**config.mk**
```make
export PLATFORM = sky130hd
export DESIGN_NAME = ir_rx_decoder_flat
export DESIGN_NICKNAME = d
export VERILOG_FILES = /design/src/rtl/ir_pkg.sv /design/src/rtl/ir_rx_decoder_if.sv /design/src/rtl/ir_rx_filter.sv /design/src/rtl/ir_rx_decoder.sv /design/src/flat_wrapper.sv
export SDC_FILE = /design/constraint.sdc
export NUM_CORES = 1
export LEC_CHECK = 0
export CORE_MARGIN = 4
export CORE_UTILIZATION = 45
export CTS_CLUSTER_DIAMETER = 150
export DETAILED_ROUTE_END_ITERATION = 7
export GPL_TIMING_DRIVEN = 0
export PLACE_DENSITY_LB_ADDON = 0.08
export SYNTH_ARGS = -nofsm -noshare
export SYNTH_HDL_FRONTEND = slang
export SYNTH_SLANG_ARGS = --single-unit
```
**constraint.sdc**
```tcl
create_clock -name clk -period 3.1 [get_ports clk]
set_clock_uncertainty 0.2 [all_clocks]
set_input_delay 0.62 -clock clk [delete_from_list [all_inputs] [get_ports clk]]
set_output_delay 0.62 -clock clk [all_outputs]
set_load 0.005 [all_outputs]
```
**src/rtl/ir_pkg.sv**
```systemverilog
// Shared definitions for the IR link.
// Holds the receive timing windows, the receive timeout, the transmitter's nominal phase
// lengths, the receive FSM state encoding and the error codes. All durations are in 100 MHz
// clock cycles.
package ir_pkg;

   // Duration counter width; 2^23 cycles covers the 25 ms timeout.
   localparam int unsigned DurW = 23;

   // Output word widths.
   localparam int unsigned D35HiW = 32;
   localparam int unsigned D35LoW = 3;
   localparam int unsigned D32W   = 32;
   localparam int unsigned ErrW   = 3;

   // Receive acceptance windows, inclusive.
   localparam int unsigned LeadMarkMin  = 800000;
   localparam int unsigned LeadMarkMax  = 1000000;
   localparam int unsigned LeadSpaceMin = 400000;
   localparam int unsigned LeadSpaceMax = 500000;
   localparam int unsigned BitMarkMin   = 40000;
   localparam int unsigned BitMarkMax   = 100000;
   localparam int unsigned ZeroSpaceMin = 20000;
   localparam int unsigned ZeroSpaceMax = 80000;
   localparam int unsigned OneSpaceMin  = 110000;
   localparam int unsigned OneSpaceMax  = 190000;
   localparam int unsigned ConnSpaceMin = 1800000;
   localparam int unsigned ConnSpaceMax = 2200000;

   // Any single phase longer than this while decoding aborts the frame.
   localparam int unsigned TimeoutCyc = 2500000;

   // Transmitter nominal phase lengths.
   localparam int unsigned TxLeadMarkCyc  = 900000;
   localparam int unsigned TxLeadSpaceCyc = 450000;
   localparam int unsigned TxBitMarkCyc   = 75000;
   localparam int unsigned TxZeroSpaceCyc = 45000;
   localparam int unsigned TxOneSpaceCyc  = 150000;
   localparam int unsigned TxConnSpaceCyc = 2000000;

   typedef enum logic [3:0] {
      StIdle,
      StLeadMark,
      StLeadSpace,
      StD35Mark,
      StD35Space,
      StConnMark,
      StConnSpace,
      StD32Mark,
      StD32Space,
      StStopMark
   } rx_state_e;

   typedef enum logic [2:0] {
      ErrNone      = 3'd0,
      ErrLeadMark  = 3'd1,
      ErrLeadSpace = 3'd2,
      ErrBitMark   = 3'd3,
      ErrBitSpace  = 3'd4,
      ErrConnSpace = 3'd5,
      ErrTimeout   = 3'd6
   } rx_err_e;

   function automatic logic in_window(logic [DurW-1:0] dur, int unsigned lo, int unsigned hi);
      return (32'(dur) >= lo) && (32'(dur) <= hi);
   endfunction

endpackage

```
**src/rtl/ir_rx_decoder_if.sv**
```systemverilog
// Decoded-frame bus between the IR receiver and the register block.
// master: the decoder, drives everything. slave: the consumer.
//   rx_data35_1 / rx_data35_0 : 35-bit word, bits 34..3 and 2..0
//   rx_data32                 : 32-bit second word
//   rx_valid                  : one-cycle pulse, data updated this cycle
//   rx_err / err_code         : one-cycle error pulse, code held until the next error
//   busy                      : a frame is being decoded
interface ir_rx_decoder_if;
   import ir_pkg::*;

   logic [D35HiW-1:0] rx_data35_1;
   logic [D35LoW-1:0] rx_data35_0;
   logic [D32W-1:0]   rx_data32;
   logic              rx_valid;
   logic              rx_err;
   logic [ErrW-1:0]   err_code;
   logic              busy;

   modport master (
      output rx_data35_1, rx_data35_0, rx_data32, rx_valid, rx_err, err_code, busy
   );

   modport slave (
      input rx_data35_1, rx_data35_0, rx_data32, rx_valid, rx_err, err_code, busy
   );

endinterface

```
**src/rtl/ir_rx_filter.sv**
```systemverilog
// IR input conditioning: polarity fix, 2-FF synchroniser, glitch filter and edge strobes.
//   clk        : system clock
//   rst        : synchronous reset, active-low
//   ir_in      : raw asynchronous receiver output
//   mark_start : one-cycle strobe, filtered level went space -> mark
//   mark_end   : one-cycle strobe, filtered level went mark -> space
// Both edges see the same delay (2 sync + FILT_CYC samples + 1 strobe register), so the gap
// between strobes equals the on-air phase length.
module ir_rx_filter
   import ir_pkg::*;
#(
   parameter int unsigned FILT_CYC   = 50,
   parameter bit          ACTIVE_LOW = 1'b1
) (
   input  logic clk,
   input  logic rst,
   input  logic ir_in,
   output logic mark_start,
   output logic mark_end
);

   localparam int unsigned CntW = (FILT_CYC > 1) ? $clog2(FILT_CYC) : 1;
   localparam logic [CntW-1:0] CntLast = CntW'(FILT_CYC - 1);

   logic            raw_mark;
   logic            sync1_q;
   logic            sync2_q;
   logic            level_q;
   logic            level_d1_q;
   logic [CntW-1:0] cnt_q;

   // 1 = carrier present, whatever the receiver polarity.
   assign raw_mark = ACTIVE_LOW ? ~ir_in : ir_in;

   always_ff @(posedge clk) begin
      if (!rst) begin
         sync1_q    <= 1'b0;
         sync2_q    <= 1'b0;
         level_q    <= 1'b0;
         level_d1_q <= 1'b0;
         cnt_q      <= '0;
         mark_start <= 1'b0;
         mark_end   <= 1'b0;
      end else begin
         sync1_q <= raw_mark;
         sync2_q <= sync1_q;
         // Count consecutive samples disagreeing with the accepted level; flip on the last.
         if (sync2_q == level_q) begin
            cnt_q <= '0;
         end else if (cnt_q == CntLast) begin
            level_q <= sync2_q;
            cnt_q   <= '0;
         end else begin
            cnt_q <= cnt_q + 1'b1;
         end
         level_d1_q <= level_q;
         mark_start <= level_q & ~level_d1_q;
         mark_end   <= ~level_q & level_d1_q;
      end
   end

endmodule

```
**src/rtl/ir_rx_decoder.sv**
```systemverilog
// IR receive decoder: turns the demodulated receiver output into the 35-bit and 32-bit
// command words of one air-conditioner frame.
//   clk   : 100 MHz system clock
//   rst   : synchronous reset, active-low
//   ir_in : demodulated IR receiver output, asynchronous
//   rx    : decoded-frame bus (data words, valid/error pulses, err_code, busy)
// TIME_DIV divides every timing window and the timeout; 1 gives real-time operation.
module ir_rx_decoder
   import ir_pkg::*;
#(
   parameter int unsigned FILT_CYC   = 50,
   parameter bit          ACTIVE_LOW = 1'b1,
   parameter int unsigned TIME_DIV   = 1
) (
   input  logic           clk,
   input  logic           rst,
   input  logic           ir_in,
   ir_rx_decoder_if.master rx
);

   localparam int unsigned LmMin = LeadMarkMin / TIME_DIV;
   localparam int unsigned LmMax = LeadMarkMax / TIME_DIV;
   localparam int unsigned LsMin = LeadSpaceMin / TIME_DIV;
   localparam int unsigned LsMax = LeadSpaceMax / TIME_DIV;
   localparam int unsigned BmMin = BitMarkMin / TIME_DIV;
   localparam int unsigned BmMax = BitMarkMax / TIME_DIV;
   localparam int unsigned ZsMin = ZeroSpaceMin / TIME_DIV;
   localparam int unsigned ZsMax = ZeroSpaceMax / TIME_DIV;
   localparam int unsigned OsMin = OneSpaceMin / TIME_DIV;
   localparam int unsigned OsMax = OneSpaceMax / TIME_DIV;
   localparam int unsigned CsMin = ConnSpaceMin / TIME_DIV;
   localparam int unsigned CsMax = ConnSpaceMax / TIME_DIV;
   // Compare against one less so the error pulse rises a full timeout after the strobe.
   localparam logic [DurW-1:0] ToLast = DurW'(TimeoutCyc / TIME_DIV - 1);

   logic            mark_start;
   logic            mark_end;
   logic            edge_seen;
   logic [DurW-1:0] dur_q;
   rx_state_e       state_q;
   logic [5:0]      bitcnt_q;
   logic [34:0]     sh35_q;
   logic [31:0]     sh32_q;

   logic lm_ok, ls_ok, bm_ok, zero_ok, one_ok, space_ok, cs_ok, timeout;

   ir_rx_filter #(
      .FILT_CYC  (FILT_CYC),
      .ACTIVE_LOW(ACTIVE_LOW)
   ) u_filter (
      .clk       (clk),
      .rst       (rst),
      .ir_in     (ir_in),
      .mark_start(mark_start),
      .mark_end  (mark_end)
   );

   assign edge_seen = mark_start | mark_end;

   // Restarts at 1 so that, at the next strobe, dur_q equals the phase length in cycles.
   always_ff @(posedge clk) begin
      if (!rst) begin
         dur_q <= '0;
      end else if (edge_seen) begin
         dur_q <= DurW'(1);
      end else if (dur_q != '1) begin
         dur_q <= dur_q + 1'b1;
      end
   end

   assign lm_ok    = in_window(dur_q, LmMin, LmMax);
   assign ls_ok    = in_window(dur_q, LsMin, LsMax);
   assign bm_ok    = in_window(dur_q, BmMin, BmMax);
   assign zero_ok  = in_window(dur_q, ZsMin, ZsMax);
   assign one_ok   = in_window(dur_q, OsMin, OsMax);
   assign cs_ok    = in_window(dur_q, CsMin, CsMax);
   assign space_ok = zero_ok | one_ok;
   // An edge in the same cycle wins; its window check will reject the long phase anyway.
   assign timeout  = (state_q != StIdle) && !edge_seen && (dur_q == ToLast);

   assign rx.busy = (state_q != StIdle);

   always_ff @(posedge clk) begin
      if (!rst) begin
         state_q        <= StIdle;
         bitcnt_q       <= '0;
         sh35_q         <= '0;
         sh32_q         <= '0;
         rx.rx_data35_1 <= '0;
         rx.rx_data35_0 <= '0;
         rx.rx_data32   <= '0;
         rx.rx_valid    <= 1'b0;
         rx.rx_err      <= 1'b0;
         rx.err_code    <= '0;
      end else begin
         rx.rx_valid <= 1'b0;
         rx.rx_err   <= 1'b0;
         if (timeout) begin
            state_q     <= StIdle;
            rx.rx_err   <= 1'b1;
            rx.err_code <= ErrTimeout;
         end else begin
            case (state_q)
               StIdle: begin
                  if (mark_start) state_q <= StLeadMark;
               end
               StLeadMark: begin
                  if (mark_end) begin
                     if (lm_ok) begin
                        state_q <= StLeadSpace;
                     end else begin
                        state_q     <= StIdle;
                        rx.rx_err   <= 1'b1;
                        rx.err_code <= ErrLeadMark;
                     end
                  end
               end
               StLeadSpace: begin
                  if (mark_start) begin
                     if (ls_ok) begin
                        state_q  <= StD35Mark;
                        bitcnt_q <= '0;
                        sh35_q   <= '0;
                     end else begin
                        state_q     <= StIdle;
                        rx.rx_err   <= 1'b1;
                        rx.err_code <= ErrLeadSpace;
                     end
                  end
               end
               StD35Mark, StConnMark, StD32Mark, StStopMark: begin
                  if (mark_end) begin
                     if (!bm_ok) begin
                        state_q     <= StIdle;
                        rx.rx_err   <= 1'b1;
                        rx.err_code <= ErrBitMark;
                     end else if (state_q == StD35Mark) begin
                        state_q <= StD35Space;
                     end else if (state_q == StConnMark) begin
                        state_q <= StConnSpace;
                     end else if (state_q == StD32Mark) begin
                        state_q <= StD32Space;
                     end else begin
                        state_q        <= StIdle;
                        rx.rx_valid    <= 1'b1;
                        rx.rx_data35_1 <= sh35_q[34:3];
                        rx.rx_data35_0 <= sh35_q[2:0];
                        rx.rx_data32   <= sh32_q;
                     end
                  end
               end
               StD35Space: begin
                  if (mark_start) begin
                     if (!space_ok) begin
                        state_q     <= StIdle;
                        rx.rx_err   <= 1'b1;
                        rx.err_code <= ErrBitSpace;
                     end else begin
                        sh35_q   <= {sh35_q[33:0], one_ok};
                        bitcnt_q <= bitcnt_q + 1'b1;
                        state_q  <= (bitcnt_q == 6'd34) ? StConnMark : StD35Mark;
                     end
                  end
               end
               StConnSpace: begin
                  if (mark_start) begin
                     if (cs_ok) begin
                        state_q  <= StD32Mark;
                        bitcnt_q <= '0;
                        sh32_q   <= '0;
                     end else begin
                        state_q     <= StIdle;
                        rx.rx_err   <= 1'b1;
                        rx.err_code <= ErrConnSpace;
                     end
                  end
               end
               StD32Space: begin
                  if (mark_start) begin
                     if (!space_ok) begin
                        state_q     <= StIdle;
                        rx.rx_err   <= 1'b1;
                        rx.err_code <= ErrBitSpace;
                     end else begin
                        sh32_q   <= {sh32_q[30:0], one_ok};
                        bitcnt_q <= bitcnt_q + 1'b1;
                        state_q  <= (bitcnt_q == 6'd31) ? StStopMark : StD32Mark;
                     end
                  end
               end
               default: state_q <= StIdle;
            endcase
         end
      end
   end

endmodule

```
**src/flat_wrapper.sv**
```systemverilog
// flat-port wrapper written by rule: the top's interface ports become plain ports
module ir_rx_decoder_flat import ir_pkg::*;
#(
   parameter int unsigned FILT_CYC   = 50,
   parameter bit          ACTIVE_LOW = 1'b1,
   parameter int unsigned TIME_DIV   = 1
)
  (clk, rst, ir_in, rx_rx_data35_1, rx_rx_data35_0, rx_rx_data32, rx_rx_valid, rx_rx_err, rx_err_code, rx_busy);
  ir_rx_decoder_if rx_i ();
  input  logic clk;
  input  logic rst;
  input  logic ir_in;
  output wire logic [$bits(rx_i.rx_data35_1)-1:0] rx_rx_data35_1;
  output wire logic [$bits(rx_i.rx_data35_0)-1:0] rx_rx_data35_0;
  output wire logic [$bits(rx_i.rx_data32)-1:0] rx_rx_data32;
  output wire logic [$bits(rx_i.rx_valid)-1:0] rx_rx_valid;
  output wire logic [$bits(rx_i.rx_err)-1:0] rx_rx_err;
  output wire logic [$bits(rx_i.err_code)-1:0] rx_err_code;
  output wire logic [$bits(rx_i.busy)-1:0] rx_busy;
  assign rx_rx_data35_1 = rx_i.rx_data35_1;
  assign rx_rx_data35_0 = rx_i.rx_data35_0;
  assign rx_rx_data32 = rx_i.rx_data32;
  assign rx_rx_valid = rx_i.rx_valid;
  assign rx_rx_err = rx_i.rx_err;
  assign rx_err_code = rx_i.err_code;
  assign rx_busy = rx_i.busy;
  ir_rx_decoder #(.FILT_CYC(FILT_CYC), .ACTIVE_LOW(ACTIVE_LOW), .TIME_DIV(TIME_DIV)) u_core (.clk(clk), .rst(rst), .ir_in(ir_in), .rx(rx_i));
endmodule
```
Yosys cells after proc, flatten, opt, wreduce, memory -nomap -nowiden:

Cells that the tools add are included.

* order comparisons: 12
* reduce and logical (&&, ||, !) cells: 31
* bitwise gates (word level): 16
* equal/unequal tests: 43
* add/subtract/negate cells: 3
* multiplexer cells: 63

Operator list (count)
* 35-bit two-way mux: 4
* 32-bit two-way mux: 4
* 35-bit case mux with 2 select lines: 1
* 32-bit case mux with 2 select lines: 1
* 4-bit two-way mux: 14
* 23-bit by 17-bit <= comparator with 1-bit output, second input constant: 2
* 3-bit two-way mux: 13
* 6-bit two-way mux: 6
* 4-bit case mux with 7 select lines: 1
* 2-bit inequality test, second input constant: 12
* 23-bit by 1-bit adder with 23-bit output, second input constant: 1
* 23-bit by 22-bit == test with 1-bit output, second input constant: 1
* 23-bit by 15-bit >= comparator with 1-bit output, second input constant: 1
* 23-bit by 16-bit >= comparator with 1-bit output, second input constant: 1
* 23-bit by 17-bit >= comparator with 1-bit output, second input constant: 1
* 23-bit by 19-bit >= comparator with 1-bit output, second input constant: 1
* 23-bit by 20-bit >= comparator with 1-bit output, second input constant: 1
* 23-bit by 21-bit >= comparator with 1-bit output, second input constant: 1
* 23-bit by 18-bit <= comparator with 1-bit output, second input constant: 1
* 23-bit by 19-bit <= comparator with 1-bit output, second input constant: 1
* 23-bit by 20-bit <= comparator with 1-bit output, second input constant: 1
* 23-bit by 22-bit <= comparator with 1-bit output, second input constant: 1
* 23-bit inequality test, second input constant: 1
* 11-bit AND reduction: 2
* 36 further kinds: 95

* bits of input ports: 3
* logic and storage cells: 188
* flip-flop bits (word level): 184
* output and inout bits: 73

Logic depth before layout (Yosys ltp):

* depth in word-level cells: 7
* mapped depth: 12
* mapped depth without buffers: 9

Cells and area by module:

From an unflattened synthesis, not the netlist that was laid out.

* cell total of the unflattened synthesis: 1078
* area, all modules: 8420.6 µm²

Modules (own cells, without submodules)
* ir_rx_decoder: instances 1, area an instance 7975.1 µm², cells an instance 1036, sequential area each 3443.3 µm²
* ir_rx_filter: instances 1, area an instance 445.4 µm², cells an instance 42, sequential area each 240.2 µm²

Worst setup path before layout:

OpenSTA, ideal clock, no wires.

* kind: register -> register
* start point: reg u_core.dur_q[10]
* end point: reg u_core.rx.err_code[1]
* data arrival time: 2.579 ns
* clock period less this slack: 2.900 ns
* path slack: 0.200 ns
* buffers on the path: 0
* data required time: 2.778 ns
* stages on the path, launching flop included: 9
* cells stage by stage: dfxtp_1 or4_1 or4b_1 or3_1 o31a_1 o22ai_2 and4b_4 and2_4 o311a_1

* word-level cells in the longest chain between the ends: 5
* elaborated cells between the ends (all ways): 34
* classes of those cells: 12 x order compare; 11 x eq/ne; 1 x mux; 1 x bitwise; 9 x reduce/logical

RTL lines
* from (decl): line ir_rx_decoder.sv:39 `logic [DurW-1:0] dur_q;`
* from (signal assigned): line ir_rx_decoder.sv:65 `dur_q <= DurW'(1);`
* from (signal assigned): line ir_rx_decoder.sv:67 `dur_q <= dur_q + 1'b1;`
* 23-bit by 15-bit >= comparator with 1-bit output (tied with other cells): line ir_pkg.sv:65 `return (32'(dur) >= lo) && (32'(dur) <= hi);`
* 1-bit logical AND: line ir_pkg.sv:65
* 1-bit bitwise OR: line ir_rx_decoder.sv:77 `assign space_ok = zero_ok | one_ok;`
* 3-bit inequality test (no line)
* 11-bit AND reduction (no line)
* to (signal assigned): line ir_rx_decoder.sv:101 `rx.err_code <= ErrTimeout;`
* to (signal assigned): line ir_rx_decoder.sv:114 `rx.err_code <= ErrLeadMark;`
* to (signal assigned): line ir_rx_decoder.sv:127 `rx.err_code <= ErrLeadSpace;`
* to (decl): line ir_rx_decoder_if.sv:20 `output rx_data35_1, rx_data35_0, rx_data32, rx_valid, rx_err, err_code, busy`

Parallel ways exist; a longest one is shown, timed or not.
A chain may end at the register's enable or synchronous reset.

Worst setup path after layout:

Ends and elaborated chain as after synthesis.

==> flow_summary.toml <==
[routing]
vias = 7525
drt-initial-drc-count = 494
drc = 0
viasPerCell = 5.521
dr.pass1.iters = 5
routedWlPerCell_um = 15.77
ant_nets = 0
wl_um = 21500

[worst_setup_path]
arrival_ps = 3230
start_kind = "register"
crit_fanout = 4
setup.worst_path.class = "reg2reg"
r2r-end = "u_core.rx.err_code[1]"
timing.rr.start = "u_core.dur_q[10]"
r2r_setup_slack_ps = 0.4
required_ps = 3230
r2r_cells = 8
crit_path_end_kind = "register"

[global_routing]
overflow = 0
grt_pass1_vias = 7013
antenna_found_initial = 0
grt_max_degree = 20
grt_use_total_pct = 22.12
grt_pass1_wl_um = 35980

[layout]
fin_nets = 1134
layout.cells.most_common_list = "243 x nand2_1, 179 x dfxtp_1, 90 x a21oi_1"
final_cells = 1363
layout_commonest_cell = "nand2_1"
area_delta_synth_final_pct = 23.06
drive_gt1_share_pct = 9.666
n_antenna_cell = 0
fin_util_pct = 56.47

[synthesis]
yosysWarnings = 0
ys_async_sr_fraction_pct = 0
ys_seq_area_share_pct = 46.57
netlist_instances = 1030
synth.net_count = 1039
synthFlopType = "dfxtp_1"
ys_types = 64
synth_edf_count = 0
avgSynthCellArea_um2 = 7.680
synth_area_leaders = "dfxtp_1 47%, nand2_1 12%, a21oi_1 5.7%"
synth.top_cell.area_share_pct = 46.57
syn_area_um2 = 7910
yosysTopAreaCell = "dfxtp_1"
synth_seq_cells = 184

[clocking]
hold_buffers = 0
insertion_delay_ps = 430
clockRootBuffer = "clkbuf_16"
cts_buffers = 17
htree_num_levels = 4
cts_num_sinks = 184
cts_tree = "done"
clkTransAtPathRegs_ps = 70
clock_path_buffers = 2

[power]
p_leak_nw = 3.220
power_density_nw_per_um2 = 471.3
vdd_drop_max_uv = 376.9

[place]
post-place-ws_ps = -460.8
gp_congestion = 0.9232
post-dp-hpwl_um = 15200
io_buffers = 75
dpl.cell_count = 1330

[min_path]
hold_start = "u_core.u_filter.level_d1_q"
min_to = "u_core.u_filter.mark_start"
hp-class = "reg2reg"
hold_path_depth = 1

[timing]
postLayoutSetupSlackWorst_ps = 0.4483
post-route-period-util_pct = 99.99
slew_viol_final = 0
setup_violations = 0
rsz0062_at_grt = "true"
relSlewSlack_pct = 54.52
fmax_ghz = 0.3226
hold_ws_ps = 215.3
hold_viol = 0
worst_pin_slew_ps = 682.2
period_needed_ps = 3100

[floorplan]
die_height_um = 140.6
die_area_um2 = 19760
num_io_pins = 76
start_util_pct = 45.89
core_um2 = 17240
rows = 48
fp.dieW_um = 140.6

[status]
status = "finished clean"

[job]
cap_violations = 0
==> power breakdown <==
group | internal, mW | leakage, nW | switching [mW]
Sequential | 2.37 | 1.49 | 0.00546
Combinational | 0.0152 | 1.45 | 0.0570
Clock | 1.08 | 0.281 | 1.07
Total | 3.46 | 3.22 | 1.13
==> registers in the layout, summed over array words and instances (netlist names), 3 cells and up <==
| register | count |
|---|---|
| u_core.dur_q | 23 |
| u_core.sh35_q | 35 |
| u_core.rx.err_code | 3 |
| u_core.state_q | 4 |
| u_core.rx.rx_data32 | 32 |
| u_core.rx.rx_data35_1 | 32 |
| u_core.u_filter.cnt_q | 6 |
| u_core.rx.rx_data35_0 | 3 |
| u_core.bitcnt_q | 6 |
| u_core.sh32_q | 32 |
==> timing repair <==
| item | in CTS | in global routing |
|---|---|---|
| setup endpoints to repair | 155 | 141 |
| setup buffers | 1 | 6 |
| pin swaps | 3 | 2 |
| resized for setup | 46 | 36 |
==> Yosys cell counts (all sizes together), types with 7 or more instances <==
cell type  instances
nand4             11
nor4              10
and3               9
xnor2             12
o21ai             89
buf                9
nand3             88
a31oi              9
nor3              14
or4                9
a21oi             90
inv                9
nand2            243
and2               8
or3                9
xor2               9
clkbuf            72
dfxtp            184
nor2b              7
nor2              62
==> worst max-delay path, cell delays in order, from the launching register on <==
cell     delay [ps]
dfxtp_4         350
or4_4           560
or4b_1          470
or3_1           310
o31a_1          270
o22ai_2         130
and4b_4         240
and2_4          170
o311a_1         280
==> area by class of cell <==
class	count	area [um2]
flip-flops and latches	184	3692
clock inverters	14	151.4
inverters	10	37.54
repair buffers	82	803.3
fillers	1662	7502
plain buffers	75	344.1
well taps	225	281.5
multi-input cells	755	3995
clock buffers	18	429.2
==> how the worst max path moves through the flow <==
stage	start	to	slack, ps	cells after the start
3_3_place_gp	u_core.dur_q[20]	u_core.rx.rx_data35_1[2]	-480	10
5_1_grt	u_core.dur_q[10]	u_core.bitcnt_q[5]	-60	10
3_5_place_dp	u_core.dur_q[16]	u_core.rx.rx_data35_1[11]	-460	12
4_1_cts	u_core.dur_q[8]	u_core.bitcnt_q[5]	7	9
6_report	u_core.dur_q[10]	u_core.rx.err_code[1]	0.4	8
2_1_floorplan	u_core.dur_q[10]	u_core.rx.err_code[1]	200	8
==> cells by family after synthesis <==
family	count (synthesis)	share of synthesized area [%]
XOR/XNOR	21	2.325
flip-flops	184	46.57
AND/OR/NAND/NOR	498	29.07
adder cells (fa/ha/maj)	6	0.9490
AO/OA/AOI/OAI	228	16.47
buffers and inverters	91	4.366
multiplexers	2	0.2531
==> per-stage QoR <==
step / setup TNS (ps) / area (um2) / power, mW
4_1_cts: 0 / 9632 / 4.618
3_3_place_gp: -50060 / 8942 / 2.500
3_5_place_dp: -45090 / 8942 / 2.500
5_1_grt: -219.2 / 9734 / 4.735
2_1_floorplan: 0 / 7910 / 2.470
6_report: 0 / 9734 / 4.588
==> per-layer routing <==
| layer | vias to the layer above | part of all wire (%) | track usage, % |
|---|---|---|---|
| li1 | 3740 | - | - |
| met1 | 3498 | 47 | 30.81 |
| met2 | 236 | 46 | 34.63 |
| met3 | 51 | 5.5 | 4.376 |
| met4 | 0 | 2.4 | 7.139 |
| met5 | - | 0 | 0 |
No activity file was read; power rests on OpenSTA's default activity.
